--- config.mk ---
export PLATFORM = sky130hd
export DESIGN_NAME = fetch_ctrl
export DESIGN_NICKNAME = d
export VERILOG_FILES = /design/src/rtl/fetch_pkg.sv /design/src/rtl/fetch_buf.sv /design/src/rtl/fetch_ctrl.sv
export SDC_FILE = /design/constraint.sdc
export NUM_CORES = 1
export LEC_CHECK = 0
export ABC_CLOCK_PERIOD_IN_PS = 22400
export CAP_MARGIN = 20
export CORE_MARGIN = 2
export CORE_UTILIZATION = 40
export CTS_CLUSTER_DIAMETER = 80
export DETAILED_ROUTE_END_ITERATION = 10
export PLACE_DENSITY = 0.65
export SLEW_MARGIN = 5
export SYNTH_ARGS = -nofsm -noshare
export SYNTH_HDL_FRONTEND = slang
export SYNTH_SLANG_ARGS = --single-unit
--- constraint.sdc ---
create_clock -name clk -period 22.4 [get_ports clk]
set_input_delay 2.24 -clock clk [delete_from_list [all_inputs] [get_ports clk]]
set_output_delay 2.24 -clock clk [all_outputs]
set_load 0.02 [all_outputs]
--- src/rtl/fetch_pkg.sv ---
// Shared types and constants for the instruction fetch slice.
// Optional misaligned-redirect trap is enabled by defining FETCH_MISALIGN_EN.
package fetch_pkg;

    localparam int          BUF_DEPTH      = 2;
    localparam logic [31:0] FETCH_BASEADDR = 32'h0100_0000;

    typedef enum logic [2:0] {
        ST_IDLE   = 3'd0,
        ST_REQ    = 3'd1,
        ST_WAIT   = 3'd2,
        ST_HOLD   = 3'd3,
        ST_DRAIN  = 3'd4,
        ST_HALTED = 3'd5
    } fetch_state_e;

    // Default-width view of one buffered fetch, as seen by decode.
    typedef struct packed {
        logic [31:0] pc;
        logic [31:0] insn;
    } fetch_entry_t;

endpackage

--- src/rtl/fetch_buf.sv ---
// Two-entry fetch FIFO holding {pc, insn}; flush empties it in one cycle.
module fetch_buf
    import fetch_pkg::*;
#(
    parameter int WIDTH = 64
) (
    input  logic             clk,
    input  logic             reset,
    input  logic             push,
    input  logic [WIDTH-1:0] push_data,
    input  logic             pop,
    input  logic             flush,
    output logic [1:0]       count,
    output logic [WIDTH-1:0] head
);

    logic       rd_ptr_reg;
    logic       wr_ptr_reg;
    logic [1:0] count_reg;

    generate
        for (genvar gi = 0; gi < BUF_DEPTH; gi++) begin : g_entry
            logic [WIDTH-1:0] data_reg;
            always_ff @(posedge clk) begin
                if (push && !flush && wr_ptr_reg == 1'(gi)) begin
                    data_reg <= push_data;
                end
            end
        end
    endgenerate

    always_ff @(posedge clk) begin
        if (reset || flush) begin
            rd_ptr_reg <= 1'b0;
            wr_ptr_reg <= 1'b0;
            count_reg  <= 2'd0;
        end else begin
            if (push) wr_ptr_reg <= ~wr_ptr_reg;
            if (pop)  rd_ptr_reg <= ~rd_ptr_reg;
            count_reg <= count_reg + 2'(push) - 2'(pop);
        end
    end

    assign count = count_reg;
    assign head  = rd_ptr_reg ? g_entry[1].data_reg : g_entry[0].data_reg;

endmodule

--- src/rtl/fetch_ctrl.sv ---
// Instruction fetch sequencer: one outstanding imem request, 2-deep buffer to decode,
// redirect flush with in-flight drain. Define FETCH_MISALIGN_EN to trap misaligned redirects.
module fetch_ctrl
    import fetch_pkg::*;
#(
    parameter int                AWIDTH   = 32,
    parameter int                DWIDTH   = 32,
    parameter logic [AWIDTH-1:0] BASEADDR = AWIDTH'(FETCH_BASEADDR)
) (
    input  logic              clk,
    input  logic              reset,
    output logic              imem_req_o,
    output logic [AWIDTH-1:0] imem_addr_o,
    input  logic              imem_ready_i,
    input  logic              imem_rvalid_i,
    input  logic [DWIDTH-1:0] imem_rdata_i,
    input  logic              redirect_i,
    input  logic [AWIDTH-1:0] redirect_pc_i,
    output logic              insn_valid_o,
    input  logic              insn_ready_i,
    output logic [DWIDTH-1:0] insn_o,
    output logic [AWIDTH-1:0] pc_o,
    output logic [6:0]        opcode_o,
    output logic              misalign_o
);

    localparam int EW = AWIDTH + DWIDTH;

    fetch_state_e      state_reg, state_next;
    logic [AWIDTH-1:0] fetch_pc_reg, fetch_pc_next;
    logic [AWIDTH-1:0] req_addr_reg;
    logic [AWIDTH-1:0] redir_pc;
    logic [1:0]        count;
    logic [EW-1:0]     head;
    logic              accept;
    logic              buf_push;
    logic              buf_pop;

`ifdef FETCH_MISALIGN_EN
    logic misalign_reg, misalign_next;
    logic redir_bad;
    assign redir_pc   = redirect_pc_i;
    assign redir_bad  = redirect_pc_i[1:0] != 2'b00;
    assign misalign_o = !reset && misalign_reg;
`else
    assign redir_pc   = redirect_pc_i & ~AWIDTH'(3);
    assign misalign_o = 1'b0;
`endif

    assign accept  = imem_req_o && imem_ready_i;
    assign buf_pop = insn_valid_o && insn_ready_i && !redirect_i;

    always_comb begin
        state_next    = state_reg;
        fetch_pc_next = fetch_pc_reg;
        buf_push      = 1'b0;
`ifdef FETCH_MISALIGN_EN
        misalign_next = misalign_reg;
`endif
        case (state_reg)
            ST_IDLE: state_next = ST_REQ;
            ST_REQ: begin
                if (accept) begin
                    state_next    = ST_WAIT;
                    fetch_pc_next = fetch_pc_reg + AWIDTH'(4);
                end
            end
            ST_WAIT: begin
                if (imem_rvalid_i) begin
                    buf_push   = 1'b1;
                    state_next = (count + 2'd1 - 2'(buf_pop) < 2'd2) ? ST_REQ : ST_HOLD;
                end
            end
            ST_HOLD: begin
                if (count - 2'(buf_pop) < 2'd2) state_next = ST_REQ;
            end
            ST_DRAIN: begin
`ifdef FETCH_MISALIGN_EN
                if (imem_rvalid_i) state_next = misalign_reg ? ST_HALTED : ST_REQ;
`else
                if (imem_rvalid_i) state_next = ST_REQ;
`endif
            end
            default: state_next = state_reg;
        endcase

        // Redirect overrides everything; an owed response forces a trip through DRAIN.
        if (redirect_i && state_reg != ST_HALTED) begin
            buf_push      = 1'b0;
            fetch_pc_next = redir_pc;
            if (accept || ((state_reg == ST_WAIT || state_reg == ST_DRAIN) && !imem_rvalid_i)) begin
                state_next = ST_DRAIN;
`ifdef FETCH_MISALIGN_EN
            end else if (redir_bad || misalign_reg) begin
                state_next = ST_HALTED;
`endif
            end else begin
                state_next = ST_REQ;
            end
`ifdef FETCH_MISALIGN_EN
            if (redir_bad) misalign_next = 1'b1;
`endif
        end
    end

    always_ff @(posedge clk) begin
        if (reset) begin
            state_reg    <= ST_IDLE;
            fetch_pc_reg <= BASEADDR;
            req_addr_reg <= '0;
`ifdef FETCH_MISALIGN_EN
            misalign_reg <= 1'b0;
`endif
        end else begin
            state_reg    <= state_next;
            fetch_pc_reg <= fetch_pc_next;
            if (accept) req_addr_reg <= fetch_pc_reg;
`ifdef FETCH_MISALIGN_EN
            misalign_reg <= misalign_next;
`endif
        end
    end

    fetch_buf #(.WIDTH(EW)) u_buf (
        .clk       (clk),
        .reset     (reset),
        .push      (buf_push),
        .push_data ({req_addr_reg, imem_rdata_i}),
        .pop       (buf_pop),
        .flush     (redirect_i),
        .count     (count),
        .head      (head)
    );

    assign imem_req_o   = !reset && state_reg == ST_REQ;
    assign imem_addr_o  = imem_req_o ? fetch_pc_reg : '0;
    assign insn_valid_o = !reset && count != 2'd0;
    assign insn_o       = insn_valid_o ? head[DWIDTH-1:0] : '0;
    assign pc_o         = insn_valid_o ? head[EW-1:DWIDTH] : '0;
    assign opcode_o     = insn_o[6:0];

endmodule

==> results of run 1 <==
-- cells by family after synthesis --
| kind of cell | count (synthesis) | share of synthesized area [%] |
|---|---|---|
| buffers and inverters | 70 | 4.23 |
| muxes | 63 | 7.57 |
| DFF | 191 | 60.7 |
| adders and majority gates | 4 | 0.600 |
| other | 1 | 0.0449 |
| AOI/OAI and AO/OA | 123 | 9.52 |
| xor gates and xnor gates | 5 | 0.525 |
| and+or+nand+nor | 280 | 16.8 |
-- layout by cell type, fill, tap and decap left out, drive strengths merged, types with 3 or more instances in the layout --
| cell type | Yosys | routed |
|---|---|---|
| a211oi | 3 | 3 |
| a21oi | 43 | 43 |
| a22o | 3 | 3 |
| a22oi | 12 | 12 |
| a31oi | 7 | 7 |
| a32o | 5 | 5 |
| and2 | 33 | 33 |
| and3 | 3 | 3 |
| and4 | 5 | 5 |
| buf | 35 | 11 |
| clkbuf | 28 | 17 |
| clkdlybuf4s50 | 0 | 167 |
| clkinv | 1 | 9 |
| conb | 1 | 5 |
| dfxtp | 67 | 67 |
| edfxtp | 124 | 124 |
| ha | 4 | 4 |
| inv | 6 | 12 |
| mux2i | 62 | 62 |
| nand2 | 85 | 85 |
| nand3 | 21 | 21 |
| nand3b | 4 | 4 |
| nand4 | 14 | 14 |
| nor2 | 83 | 83 |
| nor3 | 9 | 9 |
| nor4 | 4 | 4 |
| o211ai | 8 | 8 |
| o21ai | 18 | 18 |
| o22ai | 3 | 3 |
| o31ai | 4 | 4 |
| or3 | 8 | 8 |
| or4 | 3 | 3 |
| xnor2 | 3 | 3 |
-- stage by stage --
step	hold WS (ns)	setup slack [ns]	total power, uW	util (%)
final	0.451	15.82	728	52.7
after floorplan	0.425	13.16	420	-
after CTS	0.455	15.76	735	52.6
after detailed placement	0.438	15.77	442	49.8
after global routing	0.460	15.67	754	52.7
after global placement	0.432	15.77	441	49.8
-- power breakdown --
part / switching, uW / internal (uW)
Clock: 136 / 157
Sequential: 9.73 / 379
Combinational: 23.5 / 23.1
-- path summary, 6_finish.rpt --
| path | start | to | slack, ns | cells after the start |
|---|---|---|---|---|
| max | reset | pc_o[15] | 15.82 | 6 |
| max reg2reg | state_reg[1]$_SDFFE_PP0P_ | u_buf.g_entry[1].data_reg[15]$_DFFE_PP_ | 19.75 | 4 |
| min reg2reg | req_addr_reg[2]$_SDFFE_PP0P_ | u_buf.g_entry[0].data_reg[34]$_DFFE_PP_ | 0.45 | 0 |
| min | req_addr_reg[2]$_SDFFE_PP0P_ | u_buf.g_entry[0].data_reg[34]$_DFFE_PP_ | 0.45 | 0 |
-- final cells by class --
class	instances	area (um^2)	share of cell area [%]
Sequential cell	191	5070	47.2
Multi-Input combinational cell	480	2960	27.6
Tap cell	270	338	3.15
Clock buffer	17	425	3.96
Clock inverter	15	150	1.40
Inverter	7	26.3	0.245
Timing Repair Buffer	178	1770	16.5
-- critical path: cells and delay by family --
| family | cells | cell delay, ns |
|---|---|---|
| AND/OR/NAND/NOR | 1 | 0.16 |
| AO/OA/AOI/OAI | 1 | 0.35 |
| buffers and inverters | 4 | 1.56 |
-- routing by layer --
metal,global-route usage [%],part of all wire (%),vias to the layer above
met5,0,0,-
met4,5.10,1.1,0
met3,3.96,6.1,16
met2,28.9,48,182
met1,23.6,45,2901
li1,-,-,2943
==> results.toml, run 1 <==
[die]
io_pins = 176
die-area_mm2 = 0.0220
die_h_um = 148
die_x_um = 148
core_mm2 = 0.0204
initial_core_util_pct = 41.0
rows = 52

[timing]
timing.final.crit_share_pct = 29.4
drv_slew = 0
rsz0062_at_grt = "no"
fin_setup_tns_ns = 0
setup_violations = 0
hold_violations = 0
slew_headroom_pct = 41.2
min_period_ns = 6.58
fmax_mhz = 152
worst_pin_slew_ns = 0.882
skew_ns = 0.0121

[power]
ir_drop_mv = 0.0503
p_leak_uw = 0.00348
power_density_mw_per_mm2 = 67.8

[finish]
nets = 949
area_growth_pct = 28.7
antenna_cells = 0
design_area_mm2 = 0.0107
instances_no_fill = 1158
largest_reg_flops = 124
drive_gt1_share_pct = 6.76
fillers = 1805

[placed_design]
dpl-instance-area_mm2 = 0.0101
hpwl_um = 12500
dp.cells = 1125
portBuffers = 168
globalplace.congestion = 0.812

[drt]
dr.pass1.iters = 5
via_per_inst = 5.22
drc = 0
drtAntennaViolNets = 0
num_vias = 6042
wire_per_inst_um = 16.5
wirelength_um = 19100
drt_first_iter_violations = 329

[clocking]
cts-buffers-inserted = 17
clk_pin_slew_ns = 0.07
insertion_delay_ns = 0.43
cts_hold_buf = 0
cts_setup_buffers = 0
h-tree-depth = 4
ctsResizeCount = 0
clockBufferDepth = 2
cts_root_buf = "clkbuf_16"
cts_tree = "built"
cts_sinks = 191

[setup_path]
cp-end-kind = "output port"
path_cells = "buf_2 -> clkinv_1 -> o21ai_4 -> buf_4 -> nor2_1 -> clkdlybuf4s50_1"
cp_max_fo = 48
worstPathRequired_ns = 20.16
slowest_delay_ns = 0.57
path_class = "in -> out"
startpoint_type = "primary input"
critPathArrivalTime_ns = 4.34
crit_slowest_cell = "clkdlybuf4s50_1"

[global_route]
grt_overflow_total = 0
grt_max_degree = 66
antenna_found_initial = 0
grt_pass1_vias = 5748
grt_pass1_wl_um = 30300
grt_usage_pct = 17.7

[logic_synthesis]
ys_seq_area_share_pct = 60.7
synth-seq-cells = 191
synthesis.area_mm2 = 0.00834
yosysTopAreaCell = "edfxtp_1"
synth-edff-count = 124
yosys-top-cells-count = "124 x edfxtp_1, 85 x nand2_1, 81 x nor2_1, 67 x dfxtp_1, 62 x mux2i_1"
synth.avg_cell_area_um2 = 11.3
synth-async-reset-ratio_pct = 0
yosysMostFrequentCell = "edfxtp_1"
syn_inst = 737
synth_top_cell_area_share_pct = 44.6
yosysWarnings = 0
ys_top_cells_by_area = "edfxtp_1 45%, dfxtp_1 16%, mux2i_1 7.4%"
synthDistinctLibCells = 65
synth_ff_type = "edfxtp_1"

[outcome]
status = "complete, no violations"

[hold_path]
hp-class = "reg -> reg"

[flow_run]
drv_cap = 0
Note: power is estimated with default switching activity, not from simulation.
==> inputs of run 2 (changes only) <==
--- a/config.mk
+++ b/config.mk
@@ -5,7 +5,7 @@
 export SDC_FILE = /design/constraint.sdc
 export NUM_CORES = 1
 export LEC_CHECK = 0
-export ABC_CLOCK_PERIOD_IN_PS = 22400
+export ABC_CLOCK_PERIOD_IN_PS = 6600
 export CAP_MARGIN = 20
 export CORE_MARGIN = 2
 export CORE_UTILIZATION = 40
==> constraint.sdc (replaced) <==
create_clock -name clk -period 6.6 [get_ports clk]
set_input_delay 0.66 -clock clk [delete_from_list [all_inputs] [get_ports clk]]
set_output_delay 0.66 -clock clk [all_outputs]
set_load 0.02 [all_outputs]
==> run 2 against run 1 <==
Largest power group unchanged. Non-clock buffer count unchanged. Die area unchanged. Clock power rose to 3.2 times the previous value. Cell count unchanged. Highest routed layer unchanged. Global-route usage shrank 0.49 points. Utilization is essentially flat. Clock-buffer cell count is 2 higher. Setup slack lost 13 ns.
==> results.toml, run 2 (same netlist as run 1, synthesis figures left out) <==
[die]
rows = 52
die_h_um = 148
initial_core_util_pct = 41.0
core_mm2 = 0.0204
die-area_mm2 = 0.0220
io_pins = 176
die_x_um = 148

[timing]
worst_pin_slew_ns = 0.915
fin_setup_tns_ns = 0
skew_ns = 0.0131
rsz0062_at_grt = "no"
setup_ws_ns = 3.29
setup_violations = 0
timing.final.crit_share_pct = 50.1
drv_slew = 0
fmax_mhz = 302
hold_violations = 0
slew_headroom_pct = 39.0
hold_slack_ns = 0.447
min_period_ns = 3.31

[clocking]
h-tree-depth = 4
cts_sinks = 191
cts_root_buf = "clkbuf_16"
cts_hold_buf = 0
clockBufferDepth = 2
clk_pin_slew_ns = 0.06
ctsResizeCount = 0
cts_setup_buffers = 0
cts_tree = "built"
cts-buffers-inserted = 17
insertion_delay_ns = 0.43

[finish]
drive_gt1_share_pct = 6.53
final_core_util_pct = 52.8
largest_reg_flops = 124
fillers = 1803
area_growth_pct = 28.8
antenna_cells = 0
design_area_mm2 = 0.0107
mostFrequentLayoutCells = "167 x clkdlybuf4s50_1, 124 x edfxtp_1, 85 x nand2_1, 81 x nor2_1, 66 x dfxtp_1"
nets = 949
final_common_cell = "clkdlybuf4s50_1"

[setup_path]
crit_slowest_cell = "clkdlybuf4s50_1"
path_class = "in -> out"
crit_buf_inv = 5
slowest_delay_ns = 0.54
path_cells = "buf_2 -> clkinv_1 -> o21ai_4 -> buf_16 -> buf_4 -> nor2_1 -> clkdlybuf4s50_1"
timing.rr.start = "state_reg[1]$_SDFFE_PP0P_"
cp-end-kind = "output port"
cp_max_fo = 26
worstPathRequired_ns = 5.94
startpoint_type = "primary input"
critPathArrivalTime_ns = 2.65
cp_top_family = "buffers and inverters"
cp-startpoint = "reset"

[hold_path]
hp-class = "reg -> reg"
min_from = "req_addr_reg[9]$_SDFFE_PP0P_"

[placed_design]
dpl-instance-area_mm2 = 0.0102
post-place-ws_ns = 3.02
portBuffers = 168
globalplace.congestion = 0.815
hpwl_um = 12100

[outcome]
status = "complete, no violations"

[drt]
via_per_inst = 5.11
drc = 0
drtAntennaViolNets = 0
drt_first_iter_violations = 411
wirelength_um = 18700
dr.pass1.iters = 5
wire_per_inst_um = 16.2
num_vias = 5915

[power]
p_leak_uw = 0.00347
power_density_mw_per_mm2 = 226
ir_drop_mv = 0.183

[global_route]
grt_usage_pct = 17.2
grt_max_degree = 66
grt_overflow_total = 0
grt_pass1_vias = 5456
antenna_found_initial = 0
grt_pass1_wl_um = 29400

[flow_run]
drv_cap = 0
==> run 2: through the flow <==
step | std cells | total power (uW)
final | 1158 | 2430
after global routing | 1158 | 2520
after CTS | 1156 | 2450
after detailed placement | 1124 | 1500
after global placement | 1123 | 1500
after floorplan | 741 | 1420
==> run 2: path summary, 6_finish.rpt <==
check	endpoint	slack, ns	cells after the start
max	insn_o[3]	3.29	7
min	u_buf.g_entry[1].data_reg[41]$_DFFE_PP_	0.45	0
max reg2reg	u_buf.g_entry[1].data_reg[31]$_DFFE_PP_	3.94	4
min reg2reg	u_buf.g_entry[1].data_reg[41]$_DFFE_PP_	0.45	0
==> run 2: final cells by class <==
cell class | instances | area [um^2] | area share [%]
multi-input combinational | 480 | 2970 | 27.6
inverter | 7 | 26.3 | 0.244
timing repair buffer | 178 | 1800 | 16.7
tap | 270 | 338 | 3.14
clock buffer | 19 | 433 | 4.03
clock inverter | 13 | 114 | 1.06
sequential | 191 | 5070 | 47.2
==> run 2: layer usage <==
layer | track usage [%] | part of all wire (%)
met1 | 24.1 | 47
met2 | 26.9 | 47
met3 | 3.53 | 5.3
met4 | 5.29 | 0.92
met5 | 0 | 0
==> run 2: power by group <==
| part | total, uW | internal (uW) | leakage, uW | switching (uW) |
|---|---|---|---|---|
| clock | 950 | 520 | 0.000259 | 430 |
| combinational | 158 | 77.5 | 0.00144 | 80.3 |
| sequential | 1320 | 1290 | 0.00176 | 33.5 |
| total | 2430 | 1880 | 0.00347 | 544 |
